--- src/rtl/rand_pkg.sv ---
// Shared constants, state type and step function for the 8-bit random source.
package rand_pkg;

  localparam int unsigned LFSR_W = 8;
  localparam int unsigned TAP_A  = 7;
  localparam int unsigned TAP_B  = 5;
  localparam int unsigned TAP_C  = 4;
  localparam int unsigned TAP_D  = 3;

  localparam logic [LFSR_W-1:0] DEFAULT_SEED = 8'h01;

  typedef enum logic {
    IDLE = 1'b0,
    RESP = 1'b1
  } state_e;

  // One Fibonacci step: shift left, feedback is the XOR of the four taps.
  function automatic logic [LFSR_W-1:0] lfsr_step(input logic [LFSR_W-1:0] q);
    logic fb;
    fb = q[TAP_A] ^ q[TAP_B] ^ q[TAP_C] ^ q[TAP_D];
    return {q[LFSR_W-2:0], fb};
  endfunction

endpackage

--- src/rtl/rand_arbiter_if.sv ---
// Request/grant and seed-load bundle between random consumers and the arbiter.
interface rand_arbiter_if
  import rand_pkg::*;
#(
  parameter int unsigned N_REQ = 4
);
  localparam int unsigned ID_W = $clog2(N_REQ);

  logic [N_REQ-1:0]  req;
  logic              seed_we;
  logic [LFSR_W-1:0] seed_data;
  logic [N_REQ-1:0]  gnt;
  logic              rvalid;
  logic [LFSR_W-1:0] rdata;
  logic [ID_W-1:0]   rid;
  logic              busy;

  modport master (
    output req, seed_we, seed_data,
    input  gnt, rvalid, rdata, rid, busy
  );

  modport slave (
    input  req, seed_we, seed_data,
    output gnt, rvalid, rdata, rid, busy
  );

endinterface

--- src/rtl/lfsr8_core.sv ---
// 8-bit Fibonacci LFSR with load; a zero load value falls back to SEED.
module lfsr8_core
  import rand_pkg::*;
#(
  parameter logic [LFSR_W-1:0] SEED = DEFAULT_SEED
) (
  input  logic              clock,
  input  logic              reset,
  input  logic              load,
  input  logic [LFSR_W-1:0] load_val,
  input  logic              step,
  output logic [LFSR_W-1:0] q
);

  // Load wins over step so a reseed never gets lost under traffic.
  always_ff @(posedge clock or negedge reset) begin
    if (!reset) begin
      q <= SEED;
    end else if (load) begin
      q <= (load_val == '0) ? SEED : load_val;
    end else if (step) begin
      q <= lfsr_step(q);
    end
  end

endmodule

--- src/rtl/rand_arbiter.sv ---
// Round-robin arbiter handing one fresh LFSR byte to one requester per grant.
module rand_arbiter
  import rand_pkg::*;
#(
  parameter int unsigned       N_REQ = 4,
  parameter logic [LFSR_W-1:0] SEED  = DEFAULT_SEED
) (
  input  logic          clock,
  input  logic          reset,
  rand_arbiter_if.slave bus
);

  localparam int unsigned ID_W = $clog2(N_REQ);
  localparam logic [ID_W-1:0] LAST_ID = ID_W'(N_REQ - 1);

  state_e            state, state_d;
  logic [ID_W-1:0]   ptr, ptr_d;
  logic [ID_W-1:0]   idx, winner;
  logic              found;
  logic              step_en;
  logic [LFSR_W-1:0] lfsr_q;

  logic [N_REQ-1:0]  gnt, gnt_d;
  logic              rvalid, rvalid_d;
  logic              busy, busy_d;
  logic [LFSR_W-1:0] rdata, rdata_d;
  logic [ID_W-1:0]   rid, rid_d;

  lfsr8_core #(.SEED(SEED)) u_lfsr (
    .clock    (clock),
    .reset    (reset),
    .load     (bus.seed_we),
    .load_val (bus.seed_data),
    .step     (step_en),
    .q        (lfsr_q)
  );

  // First set request bit at or above ptr, wrapping past the last requester.
  always_comb begin
    found  = 1'b0;
    winner = ptr;
    idx    = ptr;
    for (int unsigned i = 0; i < N_REQ; i++) begin
      if (!found && bus.req[idx]) begin
        found  = 1'b1;
        winner = idx;
      end
      idx = (idx == LAST_ID) ? '0 : idx + ID_W'(1);
    end
  end

  always_comb begin
    state_d  = state;
    ptr_d    = ptr;
    gnt_d    = '0;
    rvalid_d = 1'b0;
    busy_d   = 1'b0;
    rdata_d  = rdata;
    rid_d    = rid;
    step_en  = 1'b0;
    case (state)
      IDLE: begin
        if (!bus.seed_we && found) begin
          step_en  = 1'b1;
          gnt_d    = N_REQ'(1) << winner;
          rvalid_d = 1'b1;
          busy_d   = 1'b1;
          rdata_d  = lfsr_step(lfsr_q);
          rid_d    = winner;
          ptr_d    = (winner == LAST_ID) ? '0 : winner + ID_W'(1);
          state_d  = RESP;
        end
      end
      RESP: begin
        // Requests are ignored here so the last winner cannot be re-granted.
        state_d = IDLE;
      end
    endcase
  end

  always_ff @(posedge clock or negedge reset) begin
    if (!reset) begin
      state  <= IDLE;
      ptr    <= '0;
      gnt    <= '0;
      rvalid <= 1'b0;
      busy   <= 1'b0;
      rdata  <= '0;
      rid    <= '0;
    end else begin
      state  <= state_d;
      ptr    <= ptr_d;
      gnt    <= gnt_d;
      rvalid <= rvalid_d;
      busy   <= busy_d;
      rdata  <= rdata_d;
      rid    <= rid_d;
    end
  end

  assign bus.gnt    = gnt;
  assign bus.rvalid = rvalid;
  assign bus.busy   = busy;
  assign bus.rdata  = rdata;
  assign bus.rid    = rid;

endmodule

--- src/flat_wrapper.sv ---
// flat-port wrapper written by rule: the top's interface ports become plain ports
module rand_arbiter_flat import rand_pkg::*;
#(
  parameter int unsigned       N_REQ = 4,
  parameter logic [LFSR_W-1:0] SEED  = DEFAULT_SEED
)
  (clock, reset, bus_req, bus_seed_we, bus_seed_data, bus_gnt, bus_rvalid, bus_rdata, bus_rid, bus_busy);
  rand_arbiter_if #(.N_REQ(N_REQ)) bus_i ();
  input  logic clock;
  input  logic reset;
  input wire logic [$bits(bus_i.req)-1:0] bus_req;
  input wire logic [$bits(bus_i.seed_we)-1:0] bus_seed_we;
  input wire logic [$bits(bus_i.seed_data)-1:0] bus_seed_data;
  output wire logic [$bits(bus_i.gnt)-1:0] bus_gnt;
  output wire logic [$bits(bus_i.rvalid)-1:0] bus_rvalid;
  output wire logic [$bits(bus_i.rdata)-1:0] bus_rdata;
  output wire logic [$bits(bus_i.rid)-1:0] bus_rid;
  output wire logic [$bits(bus_i.busy)-1:0] bus_busy;
  assign bus_i.req = bus_req;
  assign bus_i.seed_we = bus_seed_we;
  assign bus_i.seed_data = bus_seed_data;
  assign bus_gnt = bus_i.gnt;
  assign bus_rvalid = bus_i.rvalid;
  assign bus_rdata = bus_i.rdata;
  assign bus_rid = bus_i.rid;
  assign bus_busy = bus_i.busy;
  rand_arbiter #(.N_REQ(N_REQ), .SEED(SEED)) u_core (.clock(clock), .reset(reset), .bus(bus_i));
endmodule
--- config.mk ---
export PLATFORM = sky130hd
export DESIGN_NAME = rand_arbiter_flat
export DESIGN_NICKNAME = d
export VERILOG_FILES = /design/src/rtl/rand_pkg.sv /design/src/rtl/rand_arbiter_if.sv /design/src/rtl/lfsr8_core.sv /design/src/rtl/rand_arbiter.sv /design/src/flat_wrapper.sv
export SDC_FILE = /design/constraint.sdc
export NUM_CORES = 1
export LEC_CHECK = 0
export CORE_UTILIZATION = 50
export DETAILED_ROUTE_END_ITERATION = 12
export GPL_TIMING_DRIVEN = 0
export MAX_ROUTING_LAYER = met4
export PLACE_DENSITY = 0.78
export RECOVER_POWER = 100
export SLEW_MARGIN = 20
export SYNTH_ARGS = -nofsm -noshare
export SYNTH_HDL_FRONTEND = slang
export SYNTH_HIERARCHICAL = 1
export SYNTH_SLANG_ARGS = --single-unit
export TNS_END_PERCENT = 20
--- constraint.sdc ---
create_clock -name clock -period 3.4 [get_ports clock]
set_input_delay 0.85 -clock clock [delete_from_list [all_inputs] [get_ports clock]]
set_output_delay 0.85 -clock clock [all_outputs]
set_load 0.1 [all_outputs]
# Yosys cells after proc, flatten, opt, wreduce, memory -nomap -nowiden
# Index checks and enable logic that the tools add are counted.
[totals] word_cells=62 input_bits=15 out_inout_bits=16 regBits=26
[op_classes] n_eq_ne=4 n_mux=27 shifts=1 add_sub_neg=4 n_reduce_logical=11 magnitude_cmp=4 bitwise=4
[ops] operator="$mux 8" n=3
[ops] operator="$mux 2" n=7
[ops] operator="$lt 2x3->1 const B" n=4
[ops] operator="$mux 1" n=10
[ops] operator="$add 2x1->2 const B" n=4
[ops] operator="$bmux 1 s2" n=4
[ops] operator="$eq 2x2->1 const B" n=4
[ops] operator="$logic_not 8->1" n=1
[ops] operator="$mux 4" n=2
[ops] operator="$logic_and 1x1->1" n=4
[ops] operator="$logic_not 1->1" n=4
[ops] operator="$shl 1x2->4 const A" n=1
[ops] operator="$xor 1x1->1" n=3
[ops] operator="$pmux 1 s2" n=1
[ops] operator="$reduce_and 2->1" n=1
[ops] operator="$reduce_bool 2->1" n=1
[ops] operator="$not 1->1" n=1

# Logic depth before layout (Yosys ltp)
# Gate-level depths: netlist (run 1).
[logic_depth] depth_word=17 ltp_mapped=11 mapped_depth_nobuf=9

# By module
# Netlist (run 1), hierarchy kept.
[modules_own_cells] module="rand_arbiter" n_inst=1 cells_each=85 seq_area_each_um2=425.4 area_each_um2=1066.0
[modules_own_cells] module="lfsr8_core" n_inst=1 cells_each=41 seq_area_each_um2=201.4 area_each_um2=415.4

# Least setup slack after synthesis (run 1)
# No wires, ideal clock.
[synth_path] path_type="register to register" from="register u_core.ptr[1]" to="register u_core.u_lfsr.q[6]" setup_slack_ns=0.660 period_less_slack_ns=2.740 path_stages_with_launch=12 arrival_ns=2.613 path_buffers=2 setup_ns=0.128 required_time_ns=3.272 cell_sequence="dfrtp_1 ha_1 o21a_1 or2_1 a311oi_2 nor2_2 a211o_4 inv_6 buf_12 buf_2 mux2i_1 o21ai_0"
[synth_between] elab_chain_cells=16 word_cells_on_any_way=31 classes_between="3 x add/sub; 3 x eq/ne; 17 x mux; 8 x reduce/logical"
[synth_rtl] item="from (decl)" line="rand_arbiter.sv:17" source="logic [ID_W-1:0] ptr, ptr_d;"
[synth_rtl] item="from (signal assigned)" line="rand_arbiter.sv:92" source="ptr <= ptr_d;"
[synth_rtl] item="parallel branches: the longest is 11 deep, another holds $add 2x1->2"
[synth_rtl] item="$mux 1 *" line="rand_arbiter.sv:44" source="if (!found && bus.req[idx]) begin"
[synth_rtl] item="$logic_and 1x1->1 *" line="rand_arbiter.sv:63" source="if (!bus.seed_we && found) begin"
[synth_rtl] item="$mux 1 * (2 in series)"
[synth_rtl] item="via u_core.busy_d" line="rand_arbiter.sv:25" source="logic busy, busy_d;"
[synth_rtl] item="$reduce_bool 2->1 (no source line) *"
[synth_rtl] item="to (signal assigned)" line="lfsr8_core.sv:20" source="q <= (load_val == '0) ? SEED : load_val;"
[synth_rtl] item="to (signal assigned)" line="lfsr8_core.sv:22" source="q <= lfsr_step(q);"
[synth_rtl] item="to (decl)" line="lfsr8_core.sv:12" source="output logic [LFSR_W-1:0] q"
# Mark *: on every way through the listed nets, which the timed path passes. The select of a mux whose other input is x is not followed.
# A chain may end at the register's enable or synchronous reset.

# Worst setup path after layout (run 1)
[layout_path] from="input port bus_req[2]" to="register u_core.ptr[1]"
[layout_between] elab_chain_cells=14 word_cells_on_any_way=26 classes_between="1 x add/sub; 1 x eq/ne; 16 x mux; 8 x reduce/logical"
[layout_rtl] item="from (decl)" line="flat_wrapper.sv:11" source="input wire logic [$bits(bus_i.req)-1:0] bus_req;"
[layout_rtl] item="$bmux 1 s2" line="rand_arbiter.sv:44"
[layout_rtl] item="$mux 1 (not written as such)" line="rand_arbiter.sv:44"
[layout_rtl] item="$mux 1" line="rand_arbiter.sv:44"
[layout_rtl] item="$logic_not 1->1" line="rand_arbiter.sv:44"
[layout_rtl] item="$logic_and 1x1->1" line="rand_arbiter.sv:44"
[layout_rtl] item="$mux 1" line="rand_arbiter.sv:44"
[layout_rtl] item="$logic_not 1->1" line="rand_arbiter.sv:44"
[layout_rtl] item="$logic_and 1x1->1" line="rand_arbiter.sv:44"
[layout_rtl] item="$mux 1" line="rand_arbiter.sv:44"
[layout_rtl] item="$logic_not 1->1" line="rand_arbiter.sv:44"
[layout_rtl] item="$logic_and 1x1->1" line="rand_arbiter.sv:44"
[layout_rtl] item="$mux 2 *" line="rand_arbiter.sv:44"
[layout_rtl] item="via u_core.winner[0]" line="rand_arbiter.sv:18" source="logic [ID_W-1:0] idx, winner;"
[layout_rtl] item="$add 2x1->2 or $eq 2x2->1 (tied branches)" line="rand_arbiter.sv:70" source="ptr_d = (winner == LAST_ID) ? '0 : winner + ID_W'(1);"
[layout_rtl] item="$mux 2 *" line="rand_arbiter.sv:70"
# Mark *: on every way through the listed nets, which the timed path passes. The rest lies on a longest branch. The select of a mux whose other input is x is not followed.

==> results of run 1 <==
[cell usage after synthesis, types with 3 or more instances]
master,number
ha_1,5
mux2i_1,11
xor2_1,3
dfrtp_1,24
inv_1,4
xnor2_1,3
mux2_4,5
o21ai_0,11
nand2_1,8
nor3_1,5
and2_2,4
mux2_2,8
[through the flow]
stage	setup WS, ns	instance area (sq um)	cells	setup TNS [ns]
after global placement	0.0532	1820	187	0
after CTS	0.311	1850	191	0
after global routing	0.0591	1820	191	0
final	0.147	1820	191	0
after floorplan	0.660	1480	126	0
after detailed placement	-0.0275	1820	187	-0.0772
[per-layer routing]
layer  vias to the layer above  global-route usage
met5                         -                   -
met4                         0              0.0941
met3                         4              0.0276
met2                        31               0.350
met1                       515               0.236
li1                        521                   -
[final cells by class]
type | instances | area share
Buffer | 5 | 0.0268
Clock buffer | 4 | 0.0144
Inverter | 5 | 0.0131
Multi-Input combinational cell | 91 | 0.418
Sequential cell | 25 | 0.345
Tap cell | 31 | 0.0213
Timing Repair Buffer | 30 | 0.162
[sequential cells by signal (all words and copies together) (netlist names)]
signal and flops:
u_core/bus.gnt 4, u_core/ptr 2, u_core/bus.rid 2, u_core/bus.busy 1, u_core/bus.rdata 8, u_core/u_lfsr/q 8
[cell usage in the layout, fill, tap and decap left out, drive strengths merged, types with 3 or more instances in the layout]
| cell type | netlist | routed |
|---|---|---|
| ha | 5 | 5 |
| o21ai | 12 | 12 |
| nor3 | 5 | 5 |
| nor2 | 4 | 4 |
| mux2i | 11 | 11 |
| nand2 | 8 | 8 |
| and2 | 5 | 5 |
| dlygate4sd3 | 0 | 17 |
| xnor2 | 3 | 3 |
| mux2 | 13 | 13 |
| inv | 5 | 5 |
| clkbuf | 0 | 6 |
| xor2 | 3 | 3 |
| dfrtp | 24 | 24 |
| buf | 5 | 4 |
| clkdlybuf4s50 | 0 | 12 |
[logic make-up after synthesis]
family	synth area share
AOI/OAI and AO/OA	0.122
xor gates and xnor gates	0.0355
buffers and inverters	0.0490
muxes	0.219
and+or+nand+nor	0.110
DFF	0.423
adders and majority gates	0.0422
[worst max path at each step]
| stage | startpoint | end | slack (ns) | depth (start not counted) |
|---|---|---|---|---|
| 3_3_place_gp | bus_req[2] | u_core/u_lfsr/q[2] | 0.05 | 11 |
| 4_1_cts | bus_req[2] | u_core/u_lfsr/q[2] | 0.31 | 11 |
| 6_report | bus_req[2] | u_core/ptr[1] | 0.15 | 7 |
| 5_1_grt | u_core/ptr[1] | u_core/u_lfsr/q[2] | 0.06 | 11 |
| 2_1_floorplan | u_core/ptr[1] | u_core/u_lfsr/q[6] | 0.66 | 11 |
| 3_5_place_dp | bus_req[2] | u_core/u_lfsr/q[2] | -0.03 | 11 |
==> results.sh, run 1 <==
export IMPL_top_layer_used="met4"
export IMPL_dieArea_sq_um=3180
export IMPL_min_period_ns=3.25
export IMPL_path_clk_slew_ns=0.12
export IMPL_clk_path_buf_depth=2
export IMPL_syn_inst=126
export IMPL_rr_worst_depth=11
export IMPL_grt_use_total=0.204
export IMPL_finalHoldViolCount=0
export IMPL_fin_hold_ws_ns=0.506
export IMPL_max_slew_worst_pin_slew_ns=1.31
export IMPL_grt_overflow=0
export IMPL_crit_fanout=7
export IMPL_yosysTopAreaCell="dfrtp_1"
export IMPL_synth_top_cell_area_share=0.405
export IMPL_ys_ff_latch=25
export IMPL_h_tree_depth=1
export IMPL_die_h_um=56.4
export IMPL_ys_warn_count=6
export IMPL_post_drt_via_cell_ratio=5.61
export IMPL_yosysSeqAreaShare=0.423
export IMPL_route_met2_wl_mm=1.47
export IMPL_drt_met1_wl_mm=1.23
export IMPL_hold_path_endpoint="u_core/bus.rdata[3]"
export IMPL_max_freq_mhz=307
export IMPL_ant_nets=0
export IMPL_synth_edf_count=0
export IMPL_dr_pass1_iters=4
export IMPL_critical_path_slowest_cell="dlygate4sd3_1"
export IMPL_antenna_cells=0
export IMPL_clockRootBuffer="clkbuf_4"
export IMPL_critPathMaxStageDelay_ns=0.60
export IMPL_cts_setup_buffers=0
export IMPL_final_layout_size_suffix_gt1_frac=0.181
export IMPL_wirelength_mm=2.84
export IMPL_cts_hold_buf=0
export IMPL_start_util=0.533
export IMPL_fin_crit_sh=0.957
export IMPL_worstPathRequired_ns=3.61
export IMPL_setup_violations=0
export IMPL_place_hpwl_mm=2.23
export IMPL_met3WireLength_um=109
export IMPL_maxSlewHeadroom=0.128
export IMPL_start_kind="input port"
export IMPL_async_flop_share=1.00
export IMPL_n_fill_cell=244
export IMPL_antenna_found_initial=0
export IMPL_seqCellArea_sq_um=627
export IMPL_skew_ns=0.00264
export IMPL_rr_startpoint="u_core/ptr[1]"
export IMPL_path_class="input port to register"
export IMPL_ctsResizeCount=0
export IMPL_coreArea_sq_um=2780
export IMPL_cp_num_buf_inv=1
export IMPL_cts_buffers=3
export IMPL_yosys_most_used_dff="dfrtp_1"
export IMPL_holdCritPathClass="register to register"
export IMPL_grt_pass1_vias=1089
export IMPL_cts_sinks=25
export IMPL_place_congestion=0.890
export IMPL_post_route_util=0.654
export IMPL_critPathTopFamily="multiplexers"
export IMPL_outcome="completed"
export IMPL_routedWlPerCell_um=14.9
export IMPL_cap_violations=0
export IMPL_cts_tree="done"
export IMPL_syn_cell_area_sq_um=1480
export IMPL_crit_chain="dlygate4sd3_1, mux4_2, or4_1, o32a_2, o21ai_1, ha_1, mux2_2"
export IMPL_die_x_um=56.4
export IMPL_grt_pass1_wl_mm=4.88
export IMPL_area_growth_pct=22.8
export IMPL_hold_depth=1
export IMPL_drv_slew=0
export IMPL_multiInputGateArea_sq_um=761
export IMPL_crit_path_end_kind="register"
export IMPL_drcViolationCount=0
export IMPL_synth_cell_types=40
export IMPL_timing_rr_end="u_core/u_lfsr/q[3]"
export IMPL_r2r_slack_ns=0.26
export IMPL_grt_max_degree=26
export IMPL_nets=181
export IMPL_arrival_ns=3.46
export IMPL_drt_iter0_drc=17
export IMPL_syn_nets=146
export IMPL_num_rows=19
export IMPL_io_buffers=30
export IMPL_avgSynthCellArea_sq_um=11.8
export IMPL_hold_start="u_core/bus.rdata[3]"
export IMPL_clock_latency_ns=0.31
export IMPL_pin_count=31
export IMPL_grt_setup_unrepaired="false"
export IMPL_synth_area_leaders="dfrtp_1 41%, mux2i_1 7.4%, mux2_2 6.1%"
export IMPL_via_count=1071
Power of run 1 is not shown: default switching activity piles up to over one toggle a cycle in this logic, so the estimate is an artifact.
==> run 2, diff against run 1 <==
Settings changed: CORE_MARGIN set to 4.
==> results.sh, run 2 (same netlist as run 1, synthesis figures left out) <==
export IMPL_outcome="completed"
export IMPL_nets=181
export IMPL_holdCritPathClass="register to register"
export IMPL_grt_pass1_vias=1061
export IMPL_crit_start="bus_req[3]"
export IMPL_layout_commonest_cell="dfrtp_1"
export IMPL_n_fill_cell=235
export IMPL_cts_hold_buf=0
export IMPL_ant_nets=0
export IMPL_met3WireLength_um=106
export IMPL_drv_slew=0
export IMPL_grt_pass1_wl_mm=4.79
export IMPL_max_freq_mhz=312
export IMPL_ctsResizeCount=0
export IMPL_post_drt_via_cell_ratio=5.59
export IMPL_setup_violations=0
export IMPL_worstPathRequired_ns=3.60
export IMPL_place_hpwl_mm=2.17
export IMPL_start_util=0.528
export IMPL_die_x_um=62.4
export IMPL_grt_use_total=0.153
export IMPL_antenna_found_initial=0
export IMPL_pin_count=31
export IMPL_coreArea_sq_um=2810
export IMPL_clockRootBuffer="clkbuf_4"
export IMPL_cts_sinks=25
export IMPL_num_rows=19
export IMPL_start_kind="input port"
export IMPL_min_period_ns=3.21
export IMPL_multiInputGateArea_sq_um=754
export IMPL_cts_tree="done"
export IMPL_final_cell_mix="24 x dfrtp_1, 17 x dlygate4sd3_1, 12 x clkdlybuf4s50_1, 12 x o21ai_0, 11 x mux2i_1"
export IMPL_crit_fanout=11
export IMPL_antenna_cells=0
export IMPL_cts_setup_buffers=0
export IMPL_rr_startpoint="u_core/ptr[1]"
export IMPL_dieArea_sq_um=3900
export IMPL_route_met2_wl_mm=1.36
export IMPL_cap_violations=0
export IMPL_via_count=1067
export IMPL_die_h_um=62.4
export IMPL_fin_crit_sh=0.944
export IMPL_cts_buffers=3
export IMPL_routedWlPerCell_um=14.7
export IMPL_wirelength_mm=2.81
export IMPL_final_layout_size_suffix_gt1_frac=0.181
export IMPL_place_congestion=0.898
export IMPL_io_buffers=30
export IMPL_path_clk_slew_ns=0.14
export IMPL_drt_iter0_drc=57
export IMPL_h_tree_depth=1
export IMPL_clock_latency_ns=0.32
export IMPL_clk_path_buf_depth=2
export IMPL_seqCellArea_sq_um=627
export IMPL_dr_pass1_iters=4
export IMPL_grt_overflow=0
export IMPL_top_layer_used="met4"
export IMPL_drcViolationCount=0
export IMPL_fin_cells=191
export IMPL_top_regs="u_core/bus.rdata x8, u_core/u_lfsr/q x8, u_core/bus.gnt x4"
export IMPL_max_slew_worst_pin_slew_ns=1.26
export IMPL_grt_setup_unrepaired="false"
export IMPL_maxSlewHeadroom=0.159
export IMPL_area_growth_pct=22.6
export IMPL_grt_max_degree=26
export IMPL_crit_path_end_kind="register"
export IMPL_drt_met1_wl_mm=1.33
export IMPL_arrival_ns=3.41
export IMPL_hold_start="u_core/bus.rdata[3]"
export IMPL_finalHoldViolCount=0
export IMPL_path_class="input port to register"
export IMPL_dp_cells=187
export IMPL_skew_ns=0.00831
run 2: layout make-up:
type | instances | share of cell area
tap | 31 | 0.0213
buffer | 5 | 0.0269
inverter | 5 | 0.0131
timing repair buffer | 30 | 0.162
clock inverter | 1 | 0.00413
clock buffer | 3 | 0.0124
multi-input combinational | 91 | 0.415
sequential | 25 | 0.345
run 2: stage by stage:
step	setup TNS [ns]	cell area (sq um)	util	worst slack, ns	hold slack [ns]
5_1_grt	0	1820	0.648	0.0716	0.535
6_report	0	1820	0.648	0.190	0.513
4_1_cts	0	1850	0.660	0.291	0.532
2_1_floorplan	0	1480	-	0.660	0.501
3_5_place_dp	-0.00191	1820	0.649	-0.00191	0.498
3_3_place_gp	0	1820	0.649	0.0614	0.492
run 2: layer usage:
layer | GRT usage | vias up
li1 | - | 519
met1 | 0.205 | 518
met2 | 0.242 | 28
met3 | 0.0360 | 2
met4 | 0.0248 | 0
met5 | - | -
run 2: worst max-delay path, stage by stage:
cell	delay, ns
dlygate4sd3_1	0.60
mux2_4	0.20
nor2_2	0.04
a311oi_2	0.38
nor2_2	0.09
a211o_1	0.42
inv_6	0.12
buf_12	0.13
buf_2	0.26
mux2i_1	0.22
o21ai_0	0.09
run 2: final timing paths:
check / end / slack, ns / cells past startpoint
worst max-delay path: u_core/u_lfsr/q[6] / 0.19 / 11
worst min-delay path: u_core/bus.rdata[3] / 0.51 / 1
worst max register to register: u_core/u_lfsr/q[6] / 0.21 / 11
worst min register to register: u_core/bus.rdata[3] / 0.51 / 1
max in group asynchronous: u_core/u_lfsr/q[3] / 1.89 / 1
min in group asynchronous: u_core/bus.gnt[3] / 0.77 / 1
Power of run 2 is left out for the same reason.
